`src/rtl/req_ack_responder_if.sv`:
```
// req_ack_responder_if: req/ack handshake bundle between an initiator (master) and the responder (slave).
interface req_ack_responder_if #(
    parameter int DATA_W = 8,
    parameter int LAT_W  = 3,
    parameter int CNT_W  = 16
);
    logic              req;
    logic [DATA_W-1:0] req_data;
    logic [LAT_W-1:0]  cfg_lat;
    logic              ack;
    logic [DATA_W-1:0] rsp_data;
    logic              busy;
    logic              proto_err;
    logic [CNT_W-1:0]  txn_cnt;
    modport master (output req, req_data, cfg_lat, input ack, rsp_data, busy, proto_err, txn_cnt);
    modport slave  (input req, req_data, cfg_lat, output ack, rsp_data, busy, proto_err, txn_cnt);
endinterface

```
`src/rtl/req_ack_responder.sv`:
```
// req_ack_responder: acks each request after cfg_lat cycles with req_data+1, flags protocol errors, counts acks.
// Define REQ_ACK_RESP_SVA_EN to compile in the handshake assertions.
module req_ack_responder #(
    parameter int DATA_W = 8,
    parameter int LAT_W  = 3,
    parameter int CNT_W  = 16
) (
    input  logic               clk,
    input  logic               rst,
    req_ack_responder_if.slave bus
);
    typedef enum logic {S_IDLE, S_WAIT} state_t;
    state_t            state_q, state_d;
    logic [LAT_W-1:0]  cnt_q, cnt_d;
    logic [DATA_W-1:0] rsp_q, rsp_d, inc;
    logic [CNT_W-1:0]  txn_q, txn_d;
    logic              err_q, err_d;
    logic              idle, ack;
    assign idle = state_q == S_IDLE;
    assign inc  = bus.req_data + 1'b1;
    // ack is combinational so that a zero-latency request completes in its own cycle
    assign ack  = !rst && bus.req && (idle ? bus.cfg_lat == '0 : cnt_q == '0);
    always_ff @(posedge clk or posedge rst) begin
        if (rst) begin
            state_q <= S_IDLE;
            cnt_q   <= '0;
            rsp_q   <= '0;
            txn_q   <= '0;
            err_q   <= 1'b0;
        end else begin
            state_q <= state_d;
            cnt_q   <= cnt_d;
            rsp_q   <= rsp_d;
            txn_q   <= txn_d;
            err_q   <= err_d;
        end
    end
    always_comb begin
        state_d = state_q;
        cnt_d   = cnt_q;
        rsp_d   = rsp_q;
        err_d   = err_q;
        txn_d   = ack ? txn_q + 1'b1 : txn_q;
        if (idle) begin
            if (bus.req && bus.cfg_lat != '0) begin
                state_d = S_WAIT;
                cnt_d   = bus.cfg_lat - 1'b1;
                rsp_d   = inc;
            end
        end else begin
            // rsp_q holds the accepted data plus one, so any change of req_data shows as a mismatch
            err_d   = err_q || !bus.req || inc != rsp_q;
            state_d = (!bus.req || cnt_q == '0) ? S_IDLE : S_WAIT;
            cnt_d   = cnt_q == '0 ? '0 : cnt_q - 1'b1;
        end
    end
    always_comb begin
        bus.ack       = ack;
        bus.rsp_data  = !ack ? '0 : idle ? inc : rsp_q;
        bus.busy      = !idle;
        bus.proto_err = err_q;
        bus.txn_cnt   = txn_q;
    end
`ifdef REQ_ACK_RESP_SVA_EN
    a_ack_req: assert property (@(posedge clk) disable iff (rst) bus.ack |-> bus.req);
    a_lat0:    assert property (@(posedge clk) disable iff (rst) idle && bus.req && bus.cfg_lat == '0 |-> bus.ack);
    a_lat1:    assert property (@(posedge clk) disable iff (rst) idle && bus.req && bus.cfg_lat == LAT_W'(1) |=> bus.ack || !bus.req);
    a_pulse:   assert property (@(posedge clk) disable iff (rst) bus.ack |=> !bus.ack || bus.req);
    a_err:     assert property (@(posedge clk) disable iff (rst) $rose(bus.proto_err) |-> $past(!idle && (!bus.req || inc != rsp_q)));
`endif
endmodule

```
`src/flat_wrapper.sv`:
```
// flat-port wrapper written by rule: the top's interface ports become plain ports
module req_ack_responder_flat 
#(
    parameter int DATA_W = 8,
    parameter int LAT_W  = 3,
    parameter int CNT_W  = 16
)
  (clk, rst, bus_req, bus_req_data, bus_cfg_lat, bus_ack, bus_rsp_data, bus_busy, bus_proto_err, bus_txn_cnt);
  req_ack_responder_if #(.DATA_W(DATA_W), .LAT_W(LAT_W), .CNT_W(CNT_W)) bus_i ();
  input  logic clk;
  input  logic rst;
  input wire logic [$bits(bus_i.req)-1:0] bus_req;
  input wire logic [$bits(bus_i.req_data)-1:0] bus_req_data;
  input wire logic [$bits(bus_i.cfg_lat)-1:0] bus_cfg_lat;
  output wire logic [$bits(bus_i.ack)-1:0] bus_ack;
  output wire logic [$bits(bus_i.rsp_data)-1:0] bus_rsp_data;
  output wire logic [$bits(bus_i.busy)-1:0] bus_busy;
  output wire logic [$bits(bus_i.proto_err)-1:0] bus_proto_err;
  output wire logic [$bits(bus_i.txn_cnt)-1:0] bus_txn_cnt;
  assign bus_i.req = bus_req;
  assign bus_i.req_data = bus_req_data;
  assign bus_i.cfg_lat = bus_cfg_lat;
  assign bus_ack = bus_i.ack;
  assign bus_rsp_data = bus_i.rsp_data;
  assign bus_busy = bus_i.busy;
  assign bus_proto_err = bus_i.proto_err;
  assign bus_txn_cnt = bus_i.txn_cnt;
  req_ack_responder #(.DATA_W(DATA_W), .LAT_W(LAT_W), .CNT_W(CNT_W)) u_core (.clk(clk), .rst(rst), .bus(bus_i));
endmodule
```
`config.mk`:
```
export PLATFORM = sky130hd
export DESIGN_NAME = req_ack_responder_flat
export DESIGN_NICKNAME = d
export VERILOG_FILES = /design/src/rtl/req_ack_responder_if.sv /design/src/rtl/req_ack_responder.sv /design/src/flat_wrapper.sv
export SDC_FILE = /design/constraint.sdc
export NUM_CORES = 1
export LEC_CHECK = 0
export BUFFER_PORTS_ARGS = -buffer_cell sky130_fd_sc_hd__buf_2
export CELL_PAD_IN_SITES_DETAIL_PLACEMENT = 0
export CELL_PAD_IN_SITES_GLOBAL_PLACEMENT = 2
export CORE_ASPECT_RATIO = 1.5
export CORE_MARGIN = 10
export CORE_UTILIZATION = 35
export CTS_BUF_LIST = sky130_fd_sc_hd__clkbuf_4
export DETAILED_ROUTE_END_ITERATION = 6
export GPL_TIMING_DRIVEN = 1
export MAX_ROUTING_LAYER = met4
export PLACE_DENSITY_LB_ADDON = 0.15
export SLEW_MARGIN = 20
export SYNTH_ARGS = -nofsm -noshare
export SYNTH_HDL_FRONTEND = slang
export SYNTH_SLANG_ARGS = --single-unit
```
`constraint.sdc`:
```
create_clock -name clk -period 4 [get_ports clk]
set_input_delay 0.2 -clock clk [delete_from_list [all_inputs] [get_ports clk]]
set_output_delay 0.2 -clock clk [all_outputs]
set_load 0.01 [all_outputs]
```
# Yosys cells after proc, flatten, opt, wreduce, memory -nomap -nowiden
# Index checks and enable logic that the tools add are counted.
[op_classes] add_sub_neg=4 n_eq_ne=1 n_mux=9 bitwise_logic=1 n_reduce_logical=13
[ops] op="adder 16 x 1 -> 16 bit (second input constant)" count=1
[ops] op="2-to-1 mux 8 bit" count=2
[ops] op="2-to-1 mux 3 bit" count=3
[ops] op="adder 8 x 1 -> 8 bit (second input constant)" count=1
[ops] op="inequality test 8 bit" count=1
[ops] op="zero test 3 bit" count=2
[ops] op="subtractor 3 x 1 -> 3 bit (second input constant)" count=2
[ops] op="2-to-1 mux 1 bit" count=4
[ops] op="logical AND 1 bit" count=3
[ops] op="logical OR 1 bit" count=3
[ops] op="nonzero test 3 bit" count=1
[ops] op="zero test 1 bit" count=2
[ops] op="AND reduction 2 bit" count=1
[ops] op="nonzero test 2 bit" count=1
[ops] op="inverter 1 bit" count=1
[totals] register_bits=29 in_bits=14 output_inout_bits=27 wordCells=33

# Depth between registers and ports, before layout
[logic_depth] word_depth=4 depth_mapped=9 mapped_depth_nobuf=8

# Worst setup path before layout
# OpenSTA, ideal clock, no wires.
[synth_path] kind="register to register" from="reg u_core.state_q, in the netlist u_core.bus.busy" to="reg u_core.txn_q[5], in the netlist u_core.bus.txn_cnt[5]" setup_time_ps=126 t_arrival_ps=1612 required_time_ps=3874 path_slack_ps=2262 path_stages_with_launch=8 path_buffers=2 period_less_slack_ps=1738 cell_sequence="dfrtp_1 or3b_1 a21o_1 buf_6 clkinv_2 buf_4 nand4_1 xnor2_1"
[synth_via] elab_chain_cells=2
[synth_rtl] item="from (decl)" line_no="req_ack_responder.sv:13" rtl="state_t state_q, state_d;"
[synth_rtl] item="from (signal assigned)" line_no="req_ack_responder.sv:31" rtl="state_q <= state_d;"
[synth_rtl] item="2-to-1 mux 1 bit" line_no="req_ack_responder.sv:22" rtl="assign ack = !rst && bus.req && (idle ? bus.cfg_lat == '0 : cnt_q == '0);"
[synth_rtl] item="logical AND 1 bit" line_no="req_ack_responder.sv:22"
[synth_rtl] item="named net bus_ack" line_no="flat_wrapper.sv:15" rtl="output wire logic [$bits(bus_i.ack)-1:0] bus_ack;"
[synth_rtl] item="to (signal assigned)" line_no="req_ack_responder.sv:34" rtl="txn_q <= txn_d;"
[synth_rtl] item="to (decl)" line_no="req_ack_responder.sv:16" rtl="logic [CNT_W-1:0] txn_q, txn_d;"
# The timed path passes the listed nets, and every way through them passes these cells.
# A chain may end at the register's enable or synchronous reset.

# Worst setup path in the final report
[layout_path] from="reg u_core.state_q, in the netlist u_core.bus.busy" to="out bus_rsp_data[6]"
[layout_via] elab_chain_cells=3 word_cells_on_any_way=4 cone_classes="mux: 3; reduce/logical: 1"
[layout_rtl] item="2-to-1 mux 1 bit" line_no="req_ack_responder.sv:22"
[layout_rtl] item="logical AND 1 bit" line_no="req_ack_responder.sv:22"
[layout_rtl] item="2-to-1 mux 8 bit *" line_no="req_ack_responder.sv:59" rtl="bus.rsp_data = !ack ? '0 : idle ? inc : rsp_q;"
[layout_rtl] item="to (decl)" line_no="flat_wrapper.sv:16" rtl="output wire logic [$bits(bus_i.rsp_data)-1:0] bus_rsp_data;"
# Mark *: on every way between the ends. The rest lies on a longest branch, timed or not.

==> metrics.txt <==
run status=completed; Core ar.=0.00493 sq mm; Iteration-0 DRC Markers=59; Via density=4.99; Worst setup EP type=output pin; largest net degree at the start of global routing=30; ys async rst share=100%; wire length of the first global-routing pass=7940 um; Post-DRT Antenna Nets=0; Synth Area per Inst=8.79 sq um; cts bufs inserted=5; clk slew on worst S/H paths=0.09 ns; r2r startpoint=u_core.bus.busy; hold path cells=2; dpl cells=304; crit start category=register; Tightest Pin Transition=0.895 ns; HP Start=bus_req; I/O pins=41; min cycle time layout=2.52 ns; Starting Density=36.6%; wire per inst=14.9 um; initial antenna violation count=0; final hold viol count=0; Seq/Total Area, Yosys=40.3%; type of the worst setup path=register to output pin; ANT cells=0; Clock Skews=0.00904 ns; chip height=108 um; clock tree from TritonCTS=done; Clock Path Buffers=2; total grt overflow=0; Vias=1561; DRC viols=0; setup TNS=0 ns; Yosys cell types=37; worst relative slew slack=40.1%; vias in the first global route=1614; final critical-path share of the clock period=63.1%; Final Non-Filler Cells=313; cells on worst reg2reg path=6; die area=0.00848 sq mm; hpwl dp=3570 um; Die X-Extent=78.6 um; CTS Hold Bufs=1; VDD IR max=0.000122 V; Crit path required time=3.80 ns; worst-path fanout max=24; Lkg Pwr=0.00102 uW; Resize count post-CTS=0; Synth Register Bits=29; r2r setup slk=1.73 ns; CTS sink cnt=29; RSZ-0062 raised after global routing=no; Root Buffer=clkbuf_4; Port Buf Inserts=40; FP Rows=31; Post-Route WL=4670 um; Nets=266; DRT Pass-1 Iters=4; number of synthesized flops with an enable pin=0; power density over the cells=396 mW/mm^2; Layout area overhead=17.0%; layout cells sized above 1=21.5%; synthesized area=0.00180 sq mm; hold endpoint=u_core.bus.busy; Setup violations, final=0; HP Class=input pin to register; GP Congestion=0.783; Fmax=0.396 GHz; critical path arrival=2.32 ns; Max-cap violations=0; post-CTS setup buffer count=0; Post-Syn Instances=205; synthesis warning total=0; Final Max Slew Viols=0; GRT Total Usage=11.9%; Worst-Skew Late Latency=0.33 ns; Post-Syn Nets=225; CTS HTree Levels=2; worst r2r dst=u_core.bus.txn_cnt[15]; top_reg_cell synth=dfrtp_1
==> area by class of cell <==
type	count	area, sq um
Clock buffer	5	37.5
Clock inverter	3	12.5
Fill cell	528	2820
Inverter	15	57.6
Multi-Input combinational cell	153	975
Sequential cell	29	726
Tap cell	66	82.6
Timing Repair Buffer	42	218
==> metal layers <==
layer  global-route usage [%]  share of wire (%)  vias to the layer above
met1                     11.7                 41                      742
met2                     21.8                 54                       28
met3                     3.01                3.7                       12
met5                        -                  0                        -
li1                         -                  -                      779
met4                     4.63                2.0                        0
==> power breakdown <==
part	leakage [uW]	total [uW]	switching, uW	internal, uW
Combinational	0.000631	242	133	109
Sequential	0.000357	424	80.8	343
Clock	0.0000300	169	106	63.4
==> state kept, by name, summed over array words and instances (netlist names) <==
signal                flops
u_core.cnt_q              3
u_core.rsp_q              8
u_core.bus.busy           1
u_core.bus.proto_err      1
u_core.bus.txn_cnt       16
==> critical path, cell delays in order, from the launching register on <==
cell,delay (ns)
dfrtp_1,0.83
or3b_1,0.24
a21o_1,0.34
clkinv_2,0.26
and2_1,0.20
buf_2,0.13
==> cell families (layout without fill, tap and decap cells) <==
kind of cell / Yosys count / after routing / share of synthesized area (%)
simple gates: 80 / 80 / 22.4
compound gates: 34 / 34 / 10.9
flops: 29 / 29 / 40.3
xor+xnor: 27 / 27 / 13.1
buf+inv: 23 / 65 / 5.62
fa+ha+maj: 6 / 6 / 4.17
mux: 6 / 6 / 3.54
==> through the flow <==
step           power, uW  setup slack [ns]  hold slack (ns)  util [%]  instance area (sq um)
2_1_floorplan        589              2.26            0.278         -                   1800
3_3_place_gp         677              1.80            0.305      41.6                   2050
3_5_place_dp         675              1.71            0.310      41.6                   2050
4_1_cts              852              1.42            0.166      42.8                   2110
5_1_grt              903              1.27            0.165      42.8                   2110
6_report             834              1.48            0.184      42.8                   2110
==> worst max-delay path by stage <==
stage	from	endpoint	slack [ns]	cells after the start
2_1_floorplan	u_core.bus.busy	u_core.bus.txn_cnt[5]	2.26	7
3_5_place_dp	u_core.bus.busy	u_core.bus.txn_cnt[15]	1.71	6
5_1_grt	u_core.bus.busy	bus_rsp_data[6]	1.27	5
4_1_cts	u_core.bus.busy	bus_rsp_data[6]	1.42	5
3_3_place_gp	u_core.bus.busy	u_core.bus.txn_cnt[15]	1.80	6
6_report	u_core.bus.busy	bus_rsp_data[6]	1.48	5
==> cells in the final DEF, fill, tap and decap left out, types with 2 or more instances in the layout <==
master     instances
mux2i_1            3
mux2_2             3
xnor2_1           18
clkinv_2           2
nor2_1            30
nand4_1           10
nor2b_1            3
clkinv_1           2
ha_1               6
nand2b_1           2
nand3_1            8
a2111oi_0          3
a21oi_1           15
dfrtp_1           29
nand2_1           14
and3_1             4
buf_2             40
a31oi_1            3
o21ai_0            8
or3_1              2
xor2_1             9
inv_1             14
clkbuf_4           5
==> cells in the mapped netlist (2+ instances only) <==
cell	number	area (sq um)
nand4_1	10	62.6
xnor2_1	18	158
inv_1	14	52.6
xor2_1	9	78.8
or3_1	2	12.5
nor2_1	30	113
ha_1	6	75.1
a2111oi_0	3	26.3
a31oi_1	3	18.8
nand3_1	8	40.0
nand2_1	14	52.6
and3_1	4	25.0
a21oi_1	15	75.1
mux2i_1	3	30.0
buf_2	2	10.0
o21ai_0	8	40.0
mux2_2	3	33.8
clkbuf_1	3	11.3
dfrtp_1	29	726
nor2b_1	3	18.8
nand2b_1	2	12.5
Note: power is estimated with default switching activity, not from simulation.
